**src/rtl/conv_pkg.sv**
```systemverilog
// Shared types and defaults for the convolution window generator.
package conv_pkg;

  typedef enum logic {
    S_FILL,
    S_STREAM
  } state_t;

  localparam int DEF_WORDWIDTH   = 32;
  localparam int DEF_FIG_WIDTH   = 28;
  localparam int DEF_WEIGHTLEN   = 5;
  localparam int DEF_FIG_ADDRLEN = 5;
  localparam int OUT_DIM         = DEF_FIG_WIDTH - DEF_WEIGHTLEN + 1;

  // Output windows per row/column for a given map and kernel size.
  function automatic int out_dim(input int fig_width, input int weightlen);
    return fig_width - weightlen + 1;
  endfunction

endpackage

```
**src/rtl/conv_window_gen_if.sv**
```systemverilog
// Column-in / window-out stream bundle of the window generator.
interface conv_window_gen_if
  import conv_pkg::*;
#(
  parameter int WORDWIDTH   = DEF_WORDWIDTH,
  parameter int WEIGHTLEN   = DEF_WEIGHTLEN,
  parameter int FIG_ADDRLEN = DEF_FIG_ADDRLEN
);

  logic [WORDWIDTH*WEIGHTLEN-1:0]           col_in;
  logic                                     col_valid;
  logic                                     col_ready;
  logic [WORDWIDTH*WEIGHTLEN*WEIGHTLEN-1:0] win_out;
  logic                                     win_valid;
  logic                                     win_ready;
  logic [FIG_ADDRLEN-1:0]                   win_row;
  logic [FIG_ADDRLEN-1:0]                   win_col;
  logic                                     last_win;

  // master = the window generator itself
  modport master (
    input  col_in, col_valid, win_ready,
    output col_ready, win_out, win_valid, win_row, win_col, last_win
  );

  modport slave (
    output col_in, col_valid, win_ready,
    input  col_ready, win_out, win_valid, win_row, win_col, last_win
  );

endinterface

```
**src/rtl/window_shift_reg.sv**
```systemverilog
// WEIGHTLEN-deep shift register of pixel columns; exposes the contents
// the register will hold after the current shift so the window can be
// captured on the same edge the column is accepted.
module window_shift_reg #(
  parameter int WORDWIDTH = 32,
  parameter int WEIGHTLEN = 5
) (
  input  logic                                     clk,
  input  logic                                     rst,
  input  logic                                     en,
  input  logic [WORDWIDTH*WEIGHTLEN-1:0]           col_in,
  output logic [WORDWIDTH*WEIGHTLEN*WEIGHTLEN-1:0] window_next
);

  localparam int COLW = WORDWIDTH * WEIGHTLEN;

  logic [COLW-1:0] col_q [WEIGHTLEN];
  logic [COLW-1:0] col_d [WEIGHTLEN];

  generate
    for (genvar gi = 0; gi < WEIGHTLEN; gi++) begin : g_stage
      // Slot 0 is the oldest (leftmost) column; new data enters at the top slot.
      if (gi == WEIGHTLEN - 1) begin : g_head
        always_comb col_d[gi] = col_in;
      end else begin : g_body
        always_comb col_d[gi] = col_q[gi+1];
      end

      assign window_next[gi*COLW +: COLW] = col_d[gi];

      always_ff @(posedge clk or posedge rst) begin
        if (rst) begin
          col_q[gi] <= '0;
        end else if (en) begin
          col_q[gi] <= col_d[gi];
        end
      end
    end
  endgenerate

endmodule

```
**src/rtl/conv_window_gen.sv**
```systemverilog
// Turns a raster stream of pixel columns into WEIGHTLEN x WEIGHTLEN windows
// with output coordinates, end-of-frame flag and ready/valid backpressure.
module conv_window_gen
  import conv_pkg::*;
#(
  parameter int WORDWIDTH   = DEF_WORDWIDTH,
  parameter int FIG_WIDTH   = DEF_FIG_WIDTH,
  parameter int WEIGHTLEN   = DEF_WEIGHTLEN,
  parameter int FIG_ADDRLEN = DEF_FIG_ADDRLEN
) (
  input  logic              clk,
  input  logic              rst,
  conv_window_gen_if.master bus
);

  localparam int WINW   = WORDWIDTH * WEIGHTLEN * WEIGHTLEN;
  localparam int ODIM   = out_dim(FIG_WIDTH, WEIGHTLEN);

  localparam logic [FIG_ADDRLEN-1:0] LAST_COL  = FIG_ADDRLEN'(FIG_WIDTH - 1);
  localparam logic [FIG_ADDRLEN-1:0] LAST_ROW  = FIG_ADDRLEN'(ODIM - 1);
  localparam logic [FIG_ADDRLEN-1:0] FILL_LAST = FIG_ADDRLEN'(WEIGHTLEN - 2);
  localparam logic [FIG_ADDRLEN-1:0] COL_OFS   = FIG_ADDRLEN'(WEIGHTLEN - 1);

  state_t                 state_q,     state_d;
  logic [FIG_ADDRLEN-1:0] col_cnt_q,   col_cnt_d;
  logic [FIG_ADDRLEN-1:0] row_cnt_q,   row_cnt_d;
  logic [WINW-1:0]        win_out_q,   win_out_d;
  logic                   win_valid_q, win_valid_d;
  logic [FIG_ADDRLEN-1:0] win_row_q,   win_row_d;
  logic [FIG_ADDRLEN-1:0] win_col_q,   win_col_d;
  logic                   last_win_q,  last_win_d;

  logic            accept;
  logic            load;
  logic [WINW-1:0] window_next;

  // An occupied output register blocks input unless it drains this cycle.
  assign bus.col_ready = !win_valid_q || bus.win_ready;
  assign accept        = bus.col_valid && bus.col_ready;

  window_shift_reg #(
    .WORDWIDTH (WORDWIDTH),
    .WEIGHTLEN (WEIGHTLEN)
  ) u_shift (
    .clk         (clk),
    .rst         (rst),
    .en          (accept),
    .col_in      (bus.col_in),
    .window_next (window_next)
  );

  always_comb begin
    state_d     = state_q;
    col_cnt_d   = col_cnt_q;
    row_cnt_d   = row_cnt_q;
    win_out_d   = win_out_q;
    win_valid_d = win_valid_q;
    win_row_d   = win_row_q;
    win_col_d   = win_col_q;
    last_win_d  = last_win_q;
    load        = 1'b0;

    if (accept) begin
      if (col_cnt_q == LAST_COL) begin
        col_cnt_d = '0;
        row_cnt_d = (row_cnt_q == LAST_ROW) ? '0 : row_cnt_q + 1'b1;
      end else begin
        col_cnt_d = col_cnt_q + 1'b1;
      end

      case (state_q)
        S_FILL: begin
          if (col_cnt_q == FILL_LAST) state_d = S_STREAM;
        end
        S_STREAM: begin
          load = 1'b1;
          if (col_cnt_q == LAST_COL) state_d = S_FILL;
        end
        default: state_d = S_FILL;
      endcase
    end

    // A load wins over a drain so back-to-back windows keep win_valid high.
    if (load) begin
      win_valid_d = 1'b1;
      win_out_d   = window_next;
      win_row_d   = row_cnt_q;
      win_col_d   = col_cnt_q - COL_OFS;
      last_win_d  = (row_cnt_q == LAST_ROW) && (col_cnt_q == LAST_COL);
    end else if (bus.win_ready) begin
      win_valid_d = 1'b0;
    end
  end

  always_ff @(posedge clk or posedge rst) begin
    if (rst) begin
      state_q     <= S_FILL;
      col_cnt_q   <= '0;
      row_cnt_q   <= '0;
      win_out_q   <= '0;
      win_valid_q <= 1'b0;
      win_row_q   <= '0;
      win_col_q   <= '0;
      last_win_q  <= 1'b0;
    end else begin
      state_q     <= state_d;
      col_cnt_q   <= col_cnt_d;
      row_cnt_q   <= row_cnt_d;
      win_out_q   <= win_out_d;
      win_valid_q <= win_valid_d;
      win_row_q   <= win_row_d;
      win_col_q   <= win_col_d;
      last_win_q  <= last_win_d;
    end
  end

  assign bus.win_out   = win_out_q;
  assign bus.win_valid = win_valid_q;
  assign bus.win_row   = win_row_q;
  assign bus.win_col   = win_col_q;
  assign bus.last_win  = last_win_q;

endmodule

```
**src/flat_wrapper.sv**
```systemverilog
// flat-port wrapper written by rule: the top's interface ports become plain ports
module conv_window_gen_flat import conv_pkg::*;
#(
  parameter int WORDWIDTH   = DEF_WORDWIDTH,
  parameter int FIG_WIDTH   = DEF_FIG_WIDTH,
  parameter int WEIGHTLEN   = DEF_WEIGHTLEN,
  parameter int FIG_ADDRLEN = DEF_FIG_ADDRLEN
)
  (clk, rst, bus_col_in, bus_col_valid, bus_win_ready, bus_col_ready, bus_win_out, bus_win_valid, bus_win_row, bus_win_col, bus_last_win);
  conv_window_gen_if #(.WORDWIDTH(WORDWIDTH), .WEIGHTLEN(WEIGHTLEN), .FIG_ADDRLEN(FIG_ADDRLEN)) bus_i ();
  input  logic clk;
  input  logic rst;
  input wire logic [$bits(bus_i.col_in)-1:0] bus_col_in;
  input wire logic [$bits(bus_i.col_valid)-1:0] bus_col_valid;
  input wire logic [$bits(bus_i.win_ready)-1:0] bus_win_ready;
  output wire logic [$bits(bus_i.col_ready)-1:0] bus_col_ready;
  output wire logic [$bits(bus_i.win_out)-1:0] bus_win_out;
  output wire logic [$bits(bus_i.win_valid)-1:0] bus_win_valid;
  output wire logic [$bits(bus_i.win_row)-1:0] bus_win_row;
  output wire logic [$bits(bus_i.win_col)-1:0] bus_win_col;
  output wire logic [$bits(bus_i.last_win)-1:0] bus_last_win;
  assign bus_i.col_in = bus_col_in;
  assign bus_i.col_valid = bus_col_valid;
  assign bus_i.win_ready = bus_win_ready;
  assign bus_col_ready = bus_i.col_ready;
  assign bus_win_out = bus_i.win_out;
  assign bus_win_valid = bus_i.win_valid;
  assign bus_win_row = bus_i.win_row;
  assign bus_win_col = bus_i.win_col;
  assign bus_last_win = bus_i.last_win;
  conv_window_gen #(.WORDWIDTH(WORDWIDTH), .FIG_WIDTH(FIG_WIDTH), .WEIGHTLEN(WEIGHTLEN), .FIG_ADDRLEN(FIG_ADDRLEN)) u_core (.clk(clk), .rst(rst), .bus(bus_i));
endmodule
```
**config.mk**
```make
export PLATFORM = sky130hd
export DESIGN_NAME = conv_window_gen_flat
export DESIGN_NICKNAME = d
export VERILOG_FILES = /design/src/rtl/conv_pkg.sv /design/src/rtl/conv_window_gen_if.sv /design/src/rtl/window_shift_reg.sv /design/src/rtl/conv_window_gen.sv /design/src/flat_wrapper.sv
export SDC_FILE = /design/constraint.sdc
export NUM_CORES = 2
export LEC_CHECK = 0
export ABC_AREA = 1
export CAP_MARGIN = 25
export CORE_ASPECT_RATIO = 1.2
export CORE_UTILIZATION = 30
export CTS_CLUSTER_SIZE = 20
export DETAILED_ROUTE_END_ITERATION = 6
export PLACE_DENSITY = 0.56
export SYNTH_ARGS = -nofsm -noshare
export SYNTH_HDL_FRONTEND = slang
export SYNTH_SLANG_ARGS = --single-unit
```
**constraint.sdc**
```tcl
create_clock -name clk -period 141.5 [get_ports clk]
set_clock_uncertainty 0.1 [all_clocks]
set_input_delay 42.45 -clock clk [delete_from_list [all_inputs] [get_ports clk]]
set_output_delay 42.45 -clock clk [all_outputs]
set_load 0.005 [all_outputs]
```
Yosys cells after proc, flatten, opt, wreduce, memory -nomap -nowiden --
Index checks and enable logic that the tools add are counted.
Storage, ports and cells: input port bits 164, latch bits 0, memories 0, bits in read-only memories 0, output and inout bits 813, bits in registers 1463, logic and storage cells 34, memory bits (writable) 0
Operators by class: equality and inequality tests 3, multiply operators 0, add/sub/neg operators 3, shift-type cells 0, bitwise gates (word level) 1, mux-type cells 9, reduce and logical (&&, ||, !) cells 6, $lt $le $gt $ge 0, divide/modulo/power cells 0
Operators by type and width (count):
- adder 5 x 1 -> 5 bit, second input constant | 2
- == test 5 bit, second input constant | 2
- 2-to-1 mux 5 bit | 2
- 2-to-1 mux 1 bit | 6
- == test 5 x 2 -> 1 bit, second input constant | 1
- subtractor 5 x 3 -> 5 bit, second input constant | 1
- logical AND 1 bit | 2
- one-hot mux 1 bit (2 select lines) | 1
- AND reduction 2 bit | 1
- nonzero test 2 bit | 1
- logical NOT 1 bit | 1
- logical OR 1 bit | 1
- NOT 1 bit | 1

Depth between registers and ports, before layout --
depth after elaboration 5, gate-level depth with buffers 10, depth with buffers taken out 7

Hierarchy --
From an unflattened synthesis, not the netlist that was laid out.
Second synthesis, totals: cell total of the unflattened synthesis 6368, area total of the unflattened synthesis 56331.5 um2
Modules (own cells, without submodules):
- conv_window_gen | cells each 3505, area an instance 31182.4 um2, instances 1, sequential area each 20594.8 um2
- window_shift_reg | cells each 2863, area an instance 25149.1 um2, instances 1, sequential area each 16015.4 um2

Worst setup path after synthesis --
No wires, ideal clock.
path type input port to output port, start input bus_win_ready, end output bus_col_ready, stages on the path 2, slack 56.385 ns, arrival 42.565 ns, data required time 98.950 ns, cell sequence inv_1 > nand2_2
On the way: cells in the longest elaborated chain, start to end 1
RTL lines:
- from (decl) | line flat_wrapper.sv:15 | input wire logic [$bits(bus_i.win_ready)-1:0] bus_win_ready;
- logical OR 1 bit | line conv_window_gen.sv:38 | assign bus.col_ready = !win_valid_q || bus.win_ready;
- to (decl) | line flat_wrapper.sv:16 | output wire logic [$bits(bus_i.col_ready)-1:0] bus_col_ready;
Every way passes these cells.

Worst setup path after layout --
Same ends and word-level chain as after synthesis.

==> run_results.csv <==
group,metric,value,unit
synth,synth_fp_nets,5933,
route,drt_iter0_markers,2620,
clocking,clk_path_buf_depth,3,
clocking,cts_tree,"yes",
final_layout,drive_above_1_share,0.0435,
sta,setup_tns,0,ps
placed_design,portBuffers,976,
placed_design,place_congestion,0.818,
clocking,cts_made_buffers,153,
clocking,postCtsSetupRepairBufs,0,
critical_path,crit_start,"bus_win_ready",
sta,setup_viol,0,
synth,synth_top_family_by_area,"simple AND/OR/NAND/NOR gates",
run,cap_viol_max_count,0,
critical_path,path_cells,"clkdlybuf4s50_1 > inv_1 > nand2_2 > clkdlybuf4s50_1",
clocking,ctsHoldBuffers,0,
route,dr.pass1.iters,5,
die,fp-row-count,170,
grt,grt_max_degree,261,
grt,track_usage,0.179,
placed_design,dp.cells,8866,
clocking,clock-sinks,1463,
synth,synth_adder_area_share,0.00162,
route,drc,0,
synth,synth-xor-area-share,0.000324,
power,max-vdd-ir-drop,10.9,uV
critical_path,crit_slowest_cell,"clkdlybuf4s50_1",
critical_path,rr_startpoint,"u_core.bus.win_valid",
synth,syn_avg_cell_area,9.39,um2
final_layout,syn_to_final_growth,31.6,%
power,p_leak,34.9,nW
placed_design,dp_hpwl,110000,um
clocking,clock-root-buffer,"clkbuf_16",
synth,synth_seq_cells,1463,
synth,netlist_area,54100,um2
sta,rsz0062_at_grt,"false",
die,io_pins,977,
final_layout,stdcell_count,9154,
clocking,cts_max_level,4,
critical_path,worstPathArrival,43660,ps
die,die_w,390,um
grt,grt_pass1_vias,39100,
die,core-area,179000,um2
critical_path,worst-setup-path-type,"in2out",
die,initial_core_util,0.302,
critical_path,crit_top_cell,"clkdlybuf4s50_1",
hold_path,hp-class,"reg2reg",
sta,finalHoldViolations,0,
final_layout,final_cell_mix,"2900 x nand2_1, 1463 x dfrtp_1, 976 x clkdlybuf4s50_1, 742 x o21ai_0, 297 x inv_1",
route,drt-total-wl,165000,um
final_layout,final_common_cell,"nand2_1",
synth,ys_seq_area_frac,0.676,
sta,maxSlewHeadroom,0.282,
synth,yosysTopAreaCell,"dfrtp_1",
route,wl_per_cell,18.0,um
critical_path,slowest_delay,530,ps
die,fp.dieH,467,um
final_layout,fill_cells,17900,
critical_path,critPathCaptureType,"output port",
grt,grt_overflow_total,0,
sta,timing.fmax,11.6,MHz
critical_path,cp_max_fo,3,
route,vias,40200,
clocking,clkSlewWorstSetupHoldPaths,60,ps
sta,post-route-period-util,0.609,
sta,finalCriticalPeriod,86210,ps
synth,netlist_instances,5762,
critical_path,cp_data_required_time,98950,ps
outcome,status,"finished, final reports clean",
synth,yosys.area_share.simple,0.204,
hold_path,min_from,"u_core.u_shift.window_next[133]",
synth,synthMuxAreaShare,0,
sta,tightestPinTransition,1080,ps
final_layout,fin_nets,6789,
synth,synth_area_leaders,"dfrtp_1 68%, nand2_1 20%, o21ai_0 6.9%",
synth,synth-compound-area-share,0.0688,
synth,synth_cell_types,21,
grt,antenna_found_initial,13,
die,die_area,182000,um2
route,vias_per_cell,4.40,
synth,yosysWarnings,0,
critical_path,start_kind,"input pin",
sta,finalMaxSlewViolations,0,
clocking,post_cts_resized,0,
grt,grt_pass1_wl,249000,um
synth,synth_top_area_share,0.676,
route,detail-route-antenna-nets,0,
power,power.density,22.1,nW/um2
clocking,clock_latency,800,ps
synth_stat cells:
master / count
nand2_1: 2900
dfrtp_1: 1463
o21ai_0: 742
inv_1: 299
buf_2: 185
clkbuf_1: 116
buf_4: 20
nand3_1: 14
ha_1: 7
nand4_1: 4
nor2_1: 2
buf_6: 1
inv_4: 1
nand2_2: 1
nand2_4: 1
nor2_2: 1
nor2_8: 1
o21ai_1: 1
o22ai_1: 1
xnor2_1: 1
xor2_1: 1
critical path, delay by kind of cell:
family                 cells  cell delay [ps]
AND/OR/NAND/NOR            1              130
buffers and inverters      3             1090
where the power goes:
group          switching, W  leakage (nW)  total (W)  internal (W)
registers         0.0000990          18.6   0.000676      0.000577
clock network      0.000175          2.56   0.000415      0.000240
logic              0.000238          13.7   0.000481      0.000243
total              0.000512          34.9    0.00157       0.00106
routing by layer:
layer  up-vias  track usage  wire, um  part of all wire
met3       235       0.0598     13500             0.082
met5         -            0        25           0.00015
met1     19400        0.248     75800              0.46
met4         4       0.0608      5130             0.031
li1      19500            -         -                 -
met2      1079        0.262     70400              0.43
sequential cells by signal, indices dropped and copies added, names as in the netlist:
| signal | flops |
|---|---|
| u_core.state_q | 1 |
| u_core.bus.win_row | 5 |
| u_core.u_shift.window_next | 640 |
| u_core.row_cnt_q | 5 |
| u_core.bus.last_win | 1 |
| u_core.col_cnt_q | 5 |
| u_core.bus.win_col | 5 |
| u_core.bus.win_out | 800 |
| u_core.bus.win_valid | 1 |
kinds of logic (layout without fill, tap and decap cells):
group | count (synthesis) | count (layout)
buf+inv | 622 | 1600
other cells | 0 | 6
flops | 1463 | 1463
xor+xnor | 2 | 2
simple gates | 2924 | 2924
compound gates | 744 | 744
fa+ha+maj | 7 | 7
path summary, 6_finish.rpt:
kind                                                   end  slack [ps]  cells after the start
max                                          bus_col_ready       55290                      4
min                                u_core.bus.win_out[133]         360                      2
max reg2reg                u_core.u_shift.window_next[413]      136540                      8
min reg2reg                        u_core.bus.win_out[133]         360                      2
max in group asynchronous          u_core.bus.win_out[632]       95230                      6
min in group asynchronous   u_core.u_shift.window_next[88]       42140                      2
area by class of cell:
| cell class | count | area, um2 | area share |
|---|---|---|---|
| Inverter | 300 | 1160 | 0.0162 |
| Timing Repair Buffer | 1023 | 10400 | 0.145 |
| Tap cell | 2408 | 3010 | 0.0423 |
| Sequential cell | 1463 | 36600 | 0.514 |
| Clock inverter | 43 | 652 | 0.00915 |
| Antenna cell | 6 | 15.0 | 0.000211 |
| Clock buffer | 234 | 4570 | 0.0642 |
| Multi-Input combinational cell | 3677 | 14900 | 0.209 |
stage by stage:
step | util | area (um2) | power, W | setup slack (ps) | hold WS [ps]
final | 0.398 | 71200 | 0.00157 | 55290 | 356
after global routing | 0.398 | 71200 | 0.00167 | 55280 | 380
after CTS | 0.397 | 71100 | 0.00159 | 55280 | 360
after detailed placement | 0.368 | 65900 | 0.00117 | 55290 | 357
after global placement | 0.368 | 65800 | 0.00116 | 55230 | 354
after floorplan | - | 54100 | 0.000845 | 56390 | 349
No activity file was read; power rests on OpenSTA's default activity.
